$ cat src/rtl/winocnn_pkg.sv
// Shared types and constants for the Winograd CNN accelerator blocks.
package winocnn_pkg;

    localparam int TILE_W_DEF    = 288;
    localparam int ADDR_W_DEF    = 16;
    localparam int MEM_DEPTH_DEF = 4096;
    localparam int MAX_BLOCK_DIM = 10;

    localparam logic [15:0] ADDR_NONE = 16'hFFFF;

    typedef enum logic [1:0] {
        IDLE,
        FETCH,
        DRAIN,
        DONE
    } fetch_state_t;

endpackage

$ cat src/rtl/fetch_addr_gen.sv
// Read-pointer generator for input_fetch_controller: produces the address pair
// for the current issue cycle, the port-2 enable for odd tails and the final-pair flag.
module fetch_addr_gen
    import winocnn_pkg::*;
#(
    parameter int ADDR_W = ADDR_W_DEF
) (
    input  logic              clk,
    input  logic              reset,
    input  logic              i_load,
    input  logic [ADDR_W-1:0] i_base,
    input  logic [ADDR_W-1:0] i_last,
    input  logic              i_step,
    output logic [ADDR_W-1:0] o_addr1,
    output logic [ADDR_W-1:0] o_addr2,
    output logic              o_ren2,
    output logic              o_final
);

    logic [ADDR_W-1:0] r_ptr;
    logic [ADDR_W-1:0] w_cur;
    logic [ADDR_W-1:0] w_next1;

    // While idle the pair is taken straight from the fresh base so the first read issues on entry to FETCH.
    assign w_cur   = i_load ? i_base : r_ptr;
    assign w_next1 = w_cur + ADDR_W'(1);
    assign o_addr1 = w_cur;
    assign o_ren2  = (w_next1 <= i_last);
    assign o_addr2 = o_ren2 ? w_next1 : ADDR_W'(ADDR_NONE);
    assign o_final = (w_next1 >= i_last);

    always_ff @(posedge clk or posedge reset) begin
        if (reset) begin
            r_ptr <= '0;
        end else if (i_step) begin
            r_ptr <= w_cur + ADDR_W'(2);
        end
    end

endmodule

$ cat src/rtl/input_fetch_controller.sv
// Streams one block of input tiles from the dual-port input SRAM to the PE array.
// Optional macro ADDR_BOUND_CHECK_EN adds a sticky out-of-range address check.
module input_fetch_controller
    import winocnn_pkg::*;
#(
    parameter int TILE_W = TILE_W_DEF,
    parameter int ADDR_W = ADDR_W_DEF
`ifdef ADDR_BOUND_CHECK_EN
    , parameter int MEM_DEPTH = MEM_DEPTH_DEF
`endif
) (
    input  logic              clk,
    input  logic              reset,
    input  logic              data_prepare_i,
    input  logic [3:0]        data_id_i,
    input  logic [7:0]        block_width_i,
    input  logic [7:0]        block_height_i,
    input  logic              size_type_i,
    output logic [ADDR_W-1:0] mem_addr1_o,
    output logic [ADDR_W-1:0] mem_addr2_o,
    output logic              mem_ren1_o,
    output logic              mem_ren2_o,
    input  logic [TILE_W-1:0] mem_rdata1_i,
    input  logic [TILE_W-1:0] mem_rdata2_i,
    output logic [TILE_W-1:0] tile1_o,
    output logic [TILE_W-1:0] tile2_o,
    output logic              tile1_valid_o,
    output logic              tile2_valid_o,
    output logic              size_type_o,
    output logic              loop_finished_o,
    output logic              addr_err_o
);

    fetch_state_t      r_state;
    logic [ADDR_W-1:0] r_last;
    logic              r_final;
    logic              r_size;
    logic              r_loop;
    logic [ADDR_W-1:0] r_addr1;
    logic [ADDR_W-1:0] r_addr2;
    logic              r_ren1;
    logic              r_ren2;
    logic              r_ren1_d;
    logic              r_ren2_d;
    logic              r_valid1;
    logic              r_valid2;
    logic [TILE_W-1:0] r_tile1;
    logic [TILE_W-1:0] r_tile2;

    logic [ADDR_W-1:0] w_blk;
    logic [ADDR_W-1:0] w_base;
    logic [ADDR_W-1:0] w_last;
    logic [ADDR_W-1:0] w_gen_last;
    logic [ADDR_W-1:0] w_addr1;
    logic [ADDR_W-1:0] w_addr2;
    logic              w_ren2;
    logic              w_final;
    logic              w_start;
    logic              w_blk_zero;
    logic              w_bound_err;
    logic              w_launch;
    logic              w_step;

    assign w_blk      = ADDR_W'(block_width_i) * ADDR_W'(block_height_i);
    assign w_base     = w_blk * ADDR_W'(data_id_i);
    assign w_last     = w_base + w_blk - ADDR_W'(1);
    assign w_start    = (r_state == IDLE) && data_prepare_i;
    assign w_blk_zero = (w_blk == '0);

`ifdef ADDR_BOUND_CHECK_EN
    assign w_bound_err = (32'(w_last) >= 32'(MEM_DEPTH));
`else
    assign w_bound_err = 1'b0;
`endif

    assign w_launch   = w_start && !w_blk_zero && !w_bound_err;
    assign w_step     = w_launch || ((r_state == FETCH) && !r_final);
    assign w_gen_last = (r_state == IDLE) ? w_last : r_last;

    fetch_addr_gen #(
        .ADDR_W (ADDR_W)
    ) u_addr_gen (
        .clk     (clk),
        .reset   (reset),
        .i_load  (r_state == IDLE),
        .i_base  (w_base),
        .i_last  (w_gen_last),
        .i_step  (w_step),
        .o_addr1 (w_addr1),
        .o_addr2 (w_addr2),
        .o_ren2  (w_ren2),
        .o_final (w_final)
    );

    // DONE waits for prepare to drop so a request held high cannot start a second fetch.
    always_ff @(posedge clk or posedge reset) begin
        if (reset) begin
            r_state <= IDLE;
            r_last  <= '0;
            r_final <= 1'b0;
            r_size  <= 1'b0;
            r_loop  <= 1'b0;
            r_addr1 <= '0;
            r_addr2 <= '0;
            r_ren1  <= 1'b0;
            r_ren2  <= 1'b0;
        end else begin
            r_loop  <= 1'b0;
            r_addr1 <= '0;
            r_addr2 <= '0;
            r_ren1  <= 1'b0;
            r_ren2  <= 1'b0;
            case (r_state)
                IDLE: begin
                    if (data_prepare_i) begin
                        r_size <= size_type_i;
                        r_last <= w_last;
                        if (w_launch) begin
                            r_state <= FETCH;
                            r_addr1 <= w_addr1;
                            r_addr2 <= w_addr2;
                            r_ren1  <= 1'b1;
                            r_ren2  <= w_ren2;
                            r_final <= w_final;
                        end else begin
                            r_state <= DONE;
                            r_loop  <= 1'b1;
                        end
                    end
                end
                FETCH: begin
                    if (r_final) begin
                        r_state <= DRAIN;
                    end else begin
                        r_addr1 <= w_addr1;
                        r_addr2 <= w_addr2;
                        r_ren1  <= 1'b1;
                        r_ren2  <= w_ren2;
                        r_final <= w_final;
                    end
                end
                DRAIN: begin
                    r_state <= DONE;
                    r_loop  <= 1'b1;
                end
                DONE: begin
                    if (!data_prepare_i) begin
                        r_state <= IDLE;
                    end
                end
                default: r_state <= IDLE;
            endcase
        end
    end

    // SRAM data lands one cycle after the read; register it once more for the PE inputs.
    always_ff @(posedge clk or posedge reset) begin
        if (reset) begin
            r_ren1_d <= 1'b0;
            r_ren2_d <= 1'b0;
            r_valid1 <= 1'b0;
            r_valid2 <= 1'b0;
            r_tile1  <= '0;
            r_tile2  <= '0;
        end else begin
            r_ren1_d <= r_ren1;
            r_ren2_d <= r_ren2;
            r_valid1 <= r_ren1_d;
            r_valid2 <= r_ren2_d;
            r_tile1  <= mem_rdata1_i;
            r_tile2  <= mem_rdata2_i;
        end
    end

`ifdef ADDR_BOUND_CHECK_EN
    logic r_addr_err;

    always_ff @(posedge clk or posedge reset) begin
        if (reset) begin
            r_addr_err <= 1'b0;
        end else if ((w_start && !w_blk_zero && w_bound_err) ||
                     (r_ren1 && (32'(r_addr1) >= 32'(MEM_DEPTH))) ||
                     (r_ren2 && (32'(r_addr2) >= 32'(MEM_DEPTH)))) begin
            r_addr_err <= 1'b1;
        end
    end

    assign addr_err_o = r_addr_err;
`else
    assign addr_err_o = 1'b0;
`endif

    assign mem_addr1_o     = r_addr1;
    assign mem_addr2_o     = r_addr2;
    assign mem_ren1_o      = r_ren1;
    assign mem_ren2_o      = r_ren2;
    assign tile1_o         = r_tile1;
    assign tile2_o         = r_tile2;
    assign tile1_valid_o   = r_valid1;
    assign tile2_valid_o   = r_valid2;
    assign size_type_o     = r_size;
    assign loop_finished_o = r_loop;

endmodule
$ cat config.mk
export PLATFORM = sky130hd
export DESIGN_NAME = input_fetch_controller
export DESIGN_NICKNAME = d
export VERILOG_FILES = /design/src/rtl/winocnn_pkg.sv /design/src/rtl/fetch_addr_gen.sv /design/src/rtl/input_fetch_controller.sv
export SDC_FILE = /design/constraint.sdc
export NUM_CORES = 1
export LEC_CHECK = 0
export ABC_AREA = 1
export ABC_CLOCK_PERIOD_IN_PS = 38700
export CAP_MARGIN = 20
export CORE_AREA = 2 2 480 482
export DETAILED_ROUTE_END_ITERATION = 8
export DIE_AREA = 0 0 482 484
export PLACE_DENSITY = 0.3
export SLEW_MARGIN = 20
export SYNTH_ARGS = -nofsm -noshare
export SYNTH_HDL_FRONTEND = slang
export SYNTH_SLANG_ARGS = --single-unit
$ cat constraint.sdc
create_clock -name clk -period 38.7 [get_ports clk]
set_input_delay 7.74 -clock clk [delete_from_list [all_inputs] [get_ports clk]]
set_output_delay 7.74 -clock clk [all_outputs]
set_load 0.05 [all_outputs]
==> metrics.yaml <==
outcome:
  status: "complete, no violations"
drt:
  first_iter_violations: 1001
  drt_wl_total_mm: 213.1
  drc: 0
  viasPerCell: 3.103
  firstDrtPassIters: 6
  via_count: 19453
  drtAntennaViolNets: 0
  wl_per_cell_um: 33.99
synth:
  ys_ff_latch: 651
  ys_top_cells_by_area: "dfrtp_1 (69%), ha_1 (5.4%), fa_1 (5.3%)"
  synth_common_cells: "dfrtp_1 (651), inv_1 (302), nand2_1 (300), ha_1 (102), nor2_1 (98)"
  synth_flop_cell: "dfrtp_1"
  yosysTopAreaCellShare: 0.6935
  yosysUniqueCellTypes: 50
  synth_edf_count: 0
  seq_area_frac_synth: 0.6935
  async_reset_ff_frac: 1.000
  syn-num-nets: 2615
  synth_area_um2: 23490
  avgSynthCellArea_um2: 12.69
  syn_inst: 1851
  yosysTopAreaCell: "dfrtp_1"
  synth.most_common_cell: "dfrtp_1"
  ys_warn_count: 0
timing:
  hold_violations: 0
  setup_tns_ps: 0
  tightest_slew_ps: 1161
  period_needed_ps: 17620
  clock_skew_ps: 31.66
  setup-violations-final: 0
  slew_headroom: 0.2238
  slew_viol_final: 0
  rsz0062_at_grt: "false"
  fmax_mhz: 56.76
  min_period_over_period: 0.4553
placement:
  placedCellCount: 6067
  place_congestion: 0.8436
  portBuffers: 1213
  dp_hpwl_mm: 185.2
power:
  pwr_density_cell_nw_per_um2: 104.5
  p_seq_frac: 0.173
  p_sw_uw: 2222
  swShare: 0.4989
  ir_drop_uv: 153.2
  intPower_uw: 2232
  power.leakage_uw: 0.01853
  power_frac_comb: 0.622
  p_clk_frac: 0.205
floorplanning:
  start_util: 0.1028
  boundaryPins: 1215
  die_x_um: 482
  die_area_um2: 233300
  coreArea_um2: 228600
  rows: 176
  die_y_um: 484
clocking:
  cts.sinks: 651
  cts_hold_buf: 0
  clk_pin_slew_ps: 60
  numCtsBuffers: 92
  cts_root_buf: "clkbuf_16"
  cts.repair.resized: 0
  cts_tree: "yes"
  cts_max_level: 3
  clk_path_buf_depth: 3
  clock_latency_ps: 710
  cts_setup_buffers: 0
setup_path:
  critPathLaunchType: "input pin"
  cpMaxStageDelayCell: "clkdlybuf4s50_1"
  endpoint_kind: "flip-flop"
  crit_type: "input pin to flip-flop"
  cp_data_arrival_time_ps: 18230
  critPathRequiredTime_ps: 39310
  crit_top_cell: "inv_1"
  cp_max_fo: 10
  cpPeakStageDelay_ps: 670
global_route:
  grt_usage: 0.1780
  grt_first_pass_wirelength_mm: 260.3
  antenna_found_initial: 166
  grt_max_degree: 148
  grt_pass1_vias: 20585
  grt_overflow: 0
flow_run:
  maxCapViolations: 0
layout:
  area_delta_synth_final_pct: 81.43
  final_cells: 6269
  nFillCells: 25095
  nNetsFinal: 3899
  drive_gt1_frac: 0.06677
worst_hold_path:
  hp-class: "flip-flop to flip-flop"
[critical path, delay by kind of cell]
family	cells	cell delay (ps)
XOR/XNOR	2	300
AND/OR/NAND/NOR	14	2390
AO/OA/AOI/OAI	7	1330
adder cells (fa/ha/maj)	11	4670
buffers and inverters	12	1750
[registers in the layout, summed over array words and instances (netlist names)]
signal,flops
tile1_o,288
tile2_o,288
mem_addr1_o,16
mem_addr2_o,16
r_last,16
u_addr_gen.r_ptr,16
r_state,2
loop_finished_o,1
mem_ren1_o,1
mem_ren2_o,1
r_final,1
r_ren1_d,1
r_ren2_d,1
size_type_o,1
tile1_valid_o,1
tile2_valid_o,1
[final timing paths]
check,from,end,slack [ps],cells after the start
setup / recovery,block_width_i[6],mem_addr2_o[14]$_DFF_PP0_,21080,46
hold / removal,r_ren1_d$_DFF_PP0_,tile1_valid_o$_DFF_PP0_,330,0
setup reg to reg,r_state[0]$_DFFE_PP0P_,mem_addr2_o[14]$_DFF_PP0_,32810,26
hold reg to reg,r_ren1_d$_DFF_PP0_,tile1_valid_o$_DFF_PP0_,330,0
max in group asynchronous,reset,tile2_o[183]$_DFF_PP0_,27430,6
min in group asynchronous,reset,tile1_o[50]$_DFF_PP0_,7540,2
[layout make-up]
class / count / area [um2] / area share
flip-flops and latches: 651 / 16290 / 0.3822
repair buffers: 1225 / 12200 / 0.2864
multi-input cells: 857 / 5862 / 0.1375
well taps: 3026 / 3786 / 0.08884
clock buffers: 126 / 2680 / 0.06288
inverters: 308 / 1176 / 0.02760
clock inverters: 38 / 525.5 / 0.01233
diodes: 38 / 95.09 / 0.002231
[cell families (layout without fill, tap and decap cells)]
| kind of cell | count (synthesis) | in the layout | share of synthesized area |
|---|---|---|---|
| XOR/XNOR | 46 | 46 | 0.01747 |
| AND/OR/NAND/NOR | 510 | 510 | 0.09198 |
| buffers and inverters | 343 | 1697 | 0.05699 |
| flip-flops | 651 | 651 | 0.6935 |
| AO/OA/AOI/OAI | 136 | 136 | 0.03276 |
| other | 1 | 39 | 0.0001596 |
| adder cells (fa/ha/maj) | 164 | 164 | 0.1072 |
[cells in the final DEF (no fill, tap or decap), types with 5 or more instances in the layout]
cell	n
clkdlybuf4s50_1	1204
dfrtp_1	651
inv_1	301
nand2_1	300
ha_1	102
nor2_1	98
clkbuf_16	92
fa_1	62
nand3_1	60
o21ai_0	56
diode_2	38
a21oi_1	35
xor2_1	34
clkbuf_8	25
nand4_1	16
o21ai_1	14
clkinv_2	14
buf_4	13
xnor2_1	11
nor3_1	9
bufinv_16	9
clkbuf_1	9
nand2_2	8
o21bai_1	6
buf_2	6
inv_2	5
or2_2	5
a31oi_1	5
clkinvlp_4	5
[power by group through the flow]
| stage | combinational, uW | sequential (uW) | clock [uW] |
|---|---|---|---|
| 6_report | 2770 | 772 | 912 |
| 3_3_place_gp | 2820 | 784 | 0 |
| 3_5_place_dp | 2790 | 783 | 0 |
| 4_1_cts | 2810 | 773 | 953 |
| 2_1_floorplan | 1770 | 929 | 0 |
| 5_1_grt | 3150 | 778 | 979 |
[routing by layer]
metal  GRT usage  up-vias  share of wire
met5           0        -         0.0014
met4     0.02994       48          0.018
met3     0.09247      315           0.12
met2      0.2810      999           0.45
met1      0.2168     9762           0.41
li1            -     8329              -
[per-stage QoR]
step	utilization	cell area [um2]	power (uW)	worst slack, ps	hold WS (ps)
CTS	0.1862	42550	4537	21080	363.8
finish	0.1865	42620	4454	21080	332.1
floorplan	-	23490	2696	12720	331.2
detailed placement	0.1721	39350	3574	20320	337.0
global placement	0.1722	39350	3604	20330	333.5
global route	0.1861	42540	4906	20220	355.3
(Power assumes the default switching activity.)
